$ cat config.mk
export PLATFORM = sky130hd
export DESIGN_NAME = pc_gen
export DESIGN_NICKNAME = d
export VERILOG_FILES = /design/src/rtl/pc_gen_pkg.sv /design/src/rtl/pc_ras.sv /design/src/rtl/pc_gen.sv
export SDC_FILE = /design/constraint.sdc
export NUM_CORES = 1
export LEC_CHECK = 0
export ABC_AREA = 1
export BUFFER_PORTS_ARGS = -buffer_cell sky130_fd_sc_hd__buf_2
export CORE_MARGIN = 2
export CORE_UTILIZATION = 40
export DETAILED_ROUTE_END_ITERATION = 6
export PLACE_DENSITY = 0.81
export SYNTH_ARGS = -nofsm -noshare
export SYNTH_HDL_FRONTEND = slang
export SYNTH_SLANG_ARGS = --single-unit
$ cat constraint.sdc
create_clock -name clk -period 3.8 [get_ports clk]
set_input_delay 0.38 -clock clk [delete_from_list [all_inputs] [get_ports clk]]
set_output_delay 0.38 -clock clk [all_outputs]
set_load 0.01 [all_outputs]
$ cat src/rtl/pc_gen_pkg.sv
// Shared types and default vectors for the fetch-stage program-counter generator.
package pc_gen_pkg;

  typedef enum logic [2:0] {
    SRC_STEP  = 3'd0,
    SRC_HOLD  = 3'd1,
    SRC_RAS   = 3'd2,
    SRC_REDIR = 3'd3,
    SRC_TRAP  = 3'd4
  } pc_src_e;

  localparam logic [31:0] DEF_RESET_VEC = 32'h0000_0000;
  localparam logic [31:0] DEF_TRAP_VEC  = 32'h0000_0080;

endpackage

$ cat src/rtl/pc_ras.sv
// Circular return address stack: push, pop, replace (push+pop) and underflow pulse.
// A full stack overwrites its oldest entry; contents are deliberately not reset.
module pc_ras #(
  parameter int unsigned WIDTH     = 32,
  parameter int unsigned RAS_DEPTH = 4
) (
  input  logic                         clk,
  input  logic                         rst,
  input  logic                         push_i,
  input  logic                         pop_i,
  input  logic [WIDTH-1:0]             push_addr_i,
  output logic [WIDTH-1:0]             top_o,
  output logic                         valid_o,
  output logic [$clog2(RAS_DEPTH):0]   count_o,
  output logic                         underflow_o
);

  localparam int unsigned PW = $clog2(RAS_DEPTH);
  localparam int unsigned CW = PW + 1;

  logic [WIDTH-1:0] mem_q [RAS_DEPTH];
  logic [PW-1:0]    ptr_q, ptr_d;
  logic [CW-1:0]    count_q, count_d;
  logic             underflow_q, underflow_d;
  logic             we;
  logic [PW-1:0]    waddr;
  logic             empty;

  assign empty = (count_q == '0);

  always_comb begin
    ptr_d       = ptr_q;
    count_d     = count_q;
    underflow_d = 1'b0;
    we          = 1'b0;
    waddr       = ptr_q;
    if (pop_i && !empty) begin
      if (push_i) begin
        // Replace: the returning frame's slot is reused by the new call.
        we = 1'b1;
      end else begin
        ptr_d   = ptr_q - 1'b1;
        count_d = count_q - 1'b1;
      end
    end else begin
      underflow_d = pop_i;
      if (push_i) begin
        ptr_d = ptr_q + 1'b1;
        waddr = ptr_q + 1'b1;
        we    = 1'b1;
        if (count_q != CW'(RAS_DEPTH)) count_d = count_q + 1'b1;
      end
    end
  end

  always_ff @(posedge clk or negedge rst) begin
    if (!rst) begin
      ptr_q       <= '0;
      count_q     <= '0;
      underflow_q <= 1'b0;
    end else begin
      ptr_q       <= ptr_d;
      count_q     <= count_d;
      underflow_q <= underflow_d;
    end
  end

  always_ff @(posedge clk) begin
    if (we) mem_q[waddr] <= push_addr_i;
  end

  assign top_o       = mem_q[ptr_q];
  assign valid_o     = !empty;
  assign count_o     = count_q;
  assign underflow_o = underflow_q;

endmodule

$ cat src/rtl/pc_gen.sv
// Fetch PC generator: trap > redirect > RAS prediction > stall hold > sequential step.
// The return address stack is built only when PC_GEN_RAS_EN is defined.
module pc_gen
  import pc_gen_pkg::*;
#(
  parameter int unsigned      WIDTH     = 32,
  parameter int unsigned      STEP      = 4,
  parameter logic [WIDTH-1:0] RESET_VEC = WIDTH'(DEF_RESET_VEC),
  parameter logic [WIDTH-1:0] TRAP_VEC  = WIDTH'(DEF_TRAP_VEC),
  parameter int unsigned      RAS_DEPTH = 4
) (
  input  logic                       clk,
  input  logic                       rst,
  input  logic                       stall,
  input  logic                       trap,
  input  logic                       redir_valid,
  input  logic [WIDTH-1:0]           redir_target,
  input  logic                       ras_push,
  input  logic [WIDTH-1:0]           ras_push_addr,
  input  logic                       ras_pop,
  output logic [WIDTH-1:0]           pc,
  output logic [WIDTH-1:0]           pc_plus,
  output logic                       redirected,
  output logic [$clog2(RAS_DEPTH):0] ras_count,
  output logic                       ras_underflow
);

  localparam logic [WIDTH-1:0] ALIGN_MASK = ~(WIDTH'(STEP - 1));
  localparam logic [WIDTH-1:0] STEP_W     = WIDTH'(STEP);

  logic [WIDTH-1:0] pc_q, pc_d;
  logic             redirected_q, redirected_d;
  pc_src_e          src;
  logic             ras_hit;
  logic [WIDTH-1:0] ras_top;

`ifdef PC_GEN_RAS_EN
  logic ras_gate, ras_push_g, ras_pop_g, ras_valid;

  // Decode-stage stack updates are dropped on a wrong path or when decode will replay.
  assign ras_gate   = !stall && !trap && !redir_valid;
  assign ras_push_g = ras_push && ras_gate;
  assign ras_pop_g  = ras_pop && ras_gate;
  assign ras_hit    = ras_pop_g && ras_valid;

  pc_ras #(
    .WIDTH     (WIDTH),
    .RAS_DEPTH (RAS_DEPTH)
  ) u_ras (
    .clk         (clk),
    .rst         (rst),
    .push_i      (ras_push_g),
    .pop_i       (ras_pop_g),
    .push_addr_i (ras_push_addr & ALIGN_MASK),
    .top_o       (ras_top),
    .valid_o     (ras_valid),
    .count_o     (ras_count),
    .underflow_o (ras_underflow)
  );
`else
  logic unused_ras;

  assign unused_ras    = ^{ras_push, ras_push_addr, ras_pop};
  assign ras_hit       = 1'b0;
  assign ras_top       = '0;
  assign ras_count     = '0;
  assign ras_underflow = 1'b0;
`endif

  always_comb begin
    src = SRC_STEP;
    if (trap)             src = SRC_TRAP;
    else if (redir_valid) src = SRC_REDIR;
    else if (ras_hit)     src = SRC_RAS;
    else if (stall)       src = SRC_HOLD;
  end

  always_comb begin
    pc_d         = pc_q + STEP_W;
    redirected_d = 1'b0;
    unique case (src)
      SRC_TRAP: begin
        pc_d         = TRAP_VEC;
        redirected_d = 1'b1;
      end
      SRC_REDIR: begin
        pc_d         = redir_target & ALIGN_MASK;
        redirected_d = 1'b1;
      end
      SRC_RAS: begin
        pc_d         = ras_top & ALIGN_MASK;
        redirected_d = 1'b1;
      end
      SRC_HOLD: pc_d = pc_q;
      default:  pc_d = pc_q + STEP_W;
    endcase
  end

  always_ff @(posedge clk or negedge rst) begin
    if (!rst) begin
      pc_q         <= RESET_VEC;
      redirected_q <= 1'b0;
    end else begin
      pc_q         <= pc_d;
      redirected_q <= redirected_d;
    end
  end

  assign pc         = pc_q;
  assign pc_plus    = pc_q + STEP_W;
  assign redirected = redirected_q;

endmodule
==> results_dict.tcl <==
set metrics [dict create \
    status "finished clean" \
    dp.cells 551 \
    worstPathArrival_ns 1.89 \
    ctsHoldBuffers 0 \
    ant_nets 0 \
    rsz0062_at_grt "no" \
    fp-row-count 28 \
    final_common_cell "nand2_1" \
    mappedNetlistArea_um2 2510 \
    htreeDepth 2 \
    wl_um 6750 \
    dr_total_vias 2605 \
    die_y_um 83.2 \
    cap_violations 0 \
    drt_pass1_iterations 4 \
    p_int_mw 0.592 \
    setup-tns-final_ns 0 \
    skew_ns 0.00764 \
    synth-xor-area-share_pct 6.73 \
    use_met2_pct 35.1 \
    max_slew_margin_pct 29.9 \
    core-area_um2 5990 \
    yosys.area_share.simple_pct 43.8 \
    critical_path_class "reg -> out" \
    worst_pin_slew_ns 1.05 \
    start_kind "flop" \
    min_path_type "in -> async" \
    drt_iter0_markers 125 \
    antenna_found_initial 0 \
    grt_pass1_wl_um 11500 \
    die_area_um2 6920 \
    layout.nets 555 \
    cts-root-buf "clkbuf_8" \
    dp_hpwl_um 5050 \
    final_util_pct 51.5 \
    clock-sinks 31 \
    place.gp.congestion 0.873 \
    top_usage_layer "met2" \
    power.density_nw_per_um2 297 \
    via_per_inst 4.66 \
    ctsResizeCount 0 \
    power_frac_clock_pct 27.5 \
    synth-adder-area-share_pct 0.499 \
    synth-seq-area-share_pct 30.9 \
    yosysUniqueCellTypes 26 \
    synth-compound-area-share_pct 6.78 \
    finalCritPeriodShare_pct 59.7 \
    wl_per_cell_um 12.1 \
    clock.fmax_mhz 441 \
    clock_path_buffers 2 \
    slew_violations 0 \
    synth_top_family_by_area "simple AND/OR/NAND/NOR gates" \
    netSwitchingPower_mw 0.325 \
    drive_above_1_share_pct 27.1 \
    crit_fanout 5 \
    hold_viol_final 0 \
    ir_drop_v 0.000139 \
    setup_viol 0 \
    fill_cells 633 \
    met3_usage_pct 4.57 \
    ioPinCount 140 \
    grt_overflow 0 \
    synth_cells 393 \
    p_comb_share_pct 27.5 \
    numCtsBuffers 5 \
    use_met1_pct 24.5 \
    instances_no_fill 559 \
    cts_tree "yes" \
    synth_mux_area_share_pct 0 \
    grt_pass1_vias 2520 \
    leakage_nw 1.70 \
    drc 0 \
    total_power_mw 0.917 \
    area_growth_pct 22.9 \
    end_kind "output pin" \
    power_frac_seq_pct 44.9 \
    port_buffers 95 \
    synth.avg_cell_area_um2 6.39 \
    insertion_delay_ns 0.28 \
    fp.dieW_um 83.2 \
    synth_warnings 0 \
    grt_usage_pct 19.9 \
    initial_core_util_pct 41.9 \
    ys_seq_elements 31 \
    cts_setup_buffers 0 \
    crit_required_ns 3.42 \
    period_needed_ns 2.27 \
    final_cell_mix "nand2_1 (140), buf_2 (95), nor2_1 (56)" \
    diodes 0 \
    grt_start_max_net_pins 60 \
    clkTransAtPathRegs_ns 0.07 \
    swShare_pct 35.4 \
]
==> flip-flops by register name (all words and copies together), names as in the netlist <==
register    cells
pc             30
redirected      1
==> synth_stat cells, drive strengths merged <==
library cell  instances  share of area (%)
nand4                 1               0.25
o21ai                 3               0.60
and2                  7                1.7
clkbuf                5               0.75
xnor2                 4                1.4
or2                   1               0.25
inv                  44                6.6
nand3                18                3.6
a31oi                 7                1.7
nand3b                3               0.90
nand2               149                 23
conb                  1               0.15
ha                    1               0.50
dfrtp                31                 31
buf                  15                3.8
o22ai                 1               0.25
a21oi                21                4.2
xor2                 11                5.3
nor2                 70                 14
==> final cells by class <==
cell class | instances | area (um2) | area share, %
clock buffers | 7 | 76.3 | 2.47
clock inverters | 1 | 5.00 | 0.162
inverters | 44 | 165 | 5.35
multi-input cells | 305 | 1490 | 48.2
flip-flops and latches | 31 | 776 | 25.2
well taps | 75 | 93.8 | 3.04
repair buffers | 96 | 483 | 15.7
==> critical path, cell delays in order (launching register included) <==
cell and delay [ns]:
dfrtp_1 0.40, ha_1 0.25, nand2_2 0.09, nor2_4 0.14, nand2_2 0.11, nor2_4 0.20
nand3_1 0.11, and2_1 0.18, buf_2 0.13
==> cell families (layout without fill, tap and decap cells) <==
logic type,count (synthesis),count (layout)
xor gates and xnor gates,15,15
AOI/OAI and AO/OA,32,32
adders and majority gates,1,1
buffers and inverters,64,148
and+or+nand+nor,249,249
other,1,8
DFF,31,31
==> layer usage <==
| layer | share of wire [%] | up-vias |
|---|---|---|
| li1 | - | 1359 |
| met1 | 45 | 1164 |
| met2 | 48 | 75 |
| met3 | 6.0 | 7 |
| met4 | 0.84 | 0 |
| met5 | 0 | - |
==> final timing paths <==
path	slack, ns	end	cells after the start	start
worst max-delay path	1.53	pc_plus[20]	8	pc[3]
max in group asynchronous	3.17	pc[12]	1	rst
worst max register to register	2.15	pc[16]	8	pc[3]
min in group clk	0.35	pc[9]	3	redir_target[9]
worst min-delay path	0.15	pc[6]	1	rst
worst min register to register	0.59	pc[3]	2	pc[3]
==> power groups by stage <==
stage | clock network, mW | logic [mW] | registers, mW
after floorplan | 0 | 0.139 | 0.422
after global placement | 0 | 0.249 | 0.416
after detailed placement | 0 | 0.254 | 0.418
after CTS | 0.261 | 0.255 | 0.412
after global routing | 0.275 | 0.282 | 0.418
final | 0.253 | 0.252 | 0.412
==> stage by stage <==
step,worst slack [ns],hold WS [ns],cell area (um2)
floorplan,2.03,0.0844,2540
global placement,1.63,0.469,3000
detailed placement,1.58,0.481,3000
CTS,1.52,0.174,3080
global route,1.41,0.203,3080
finish,1.53,0.153,3080
(Power assumes the default switching activity.)
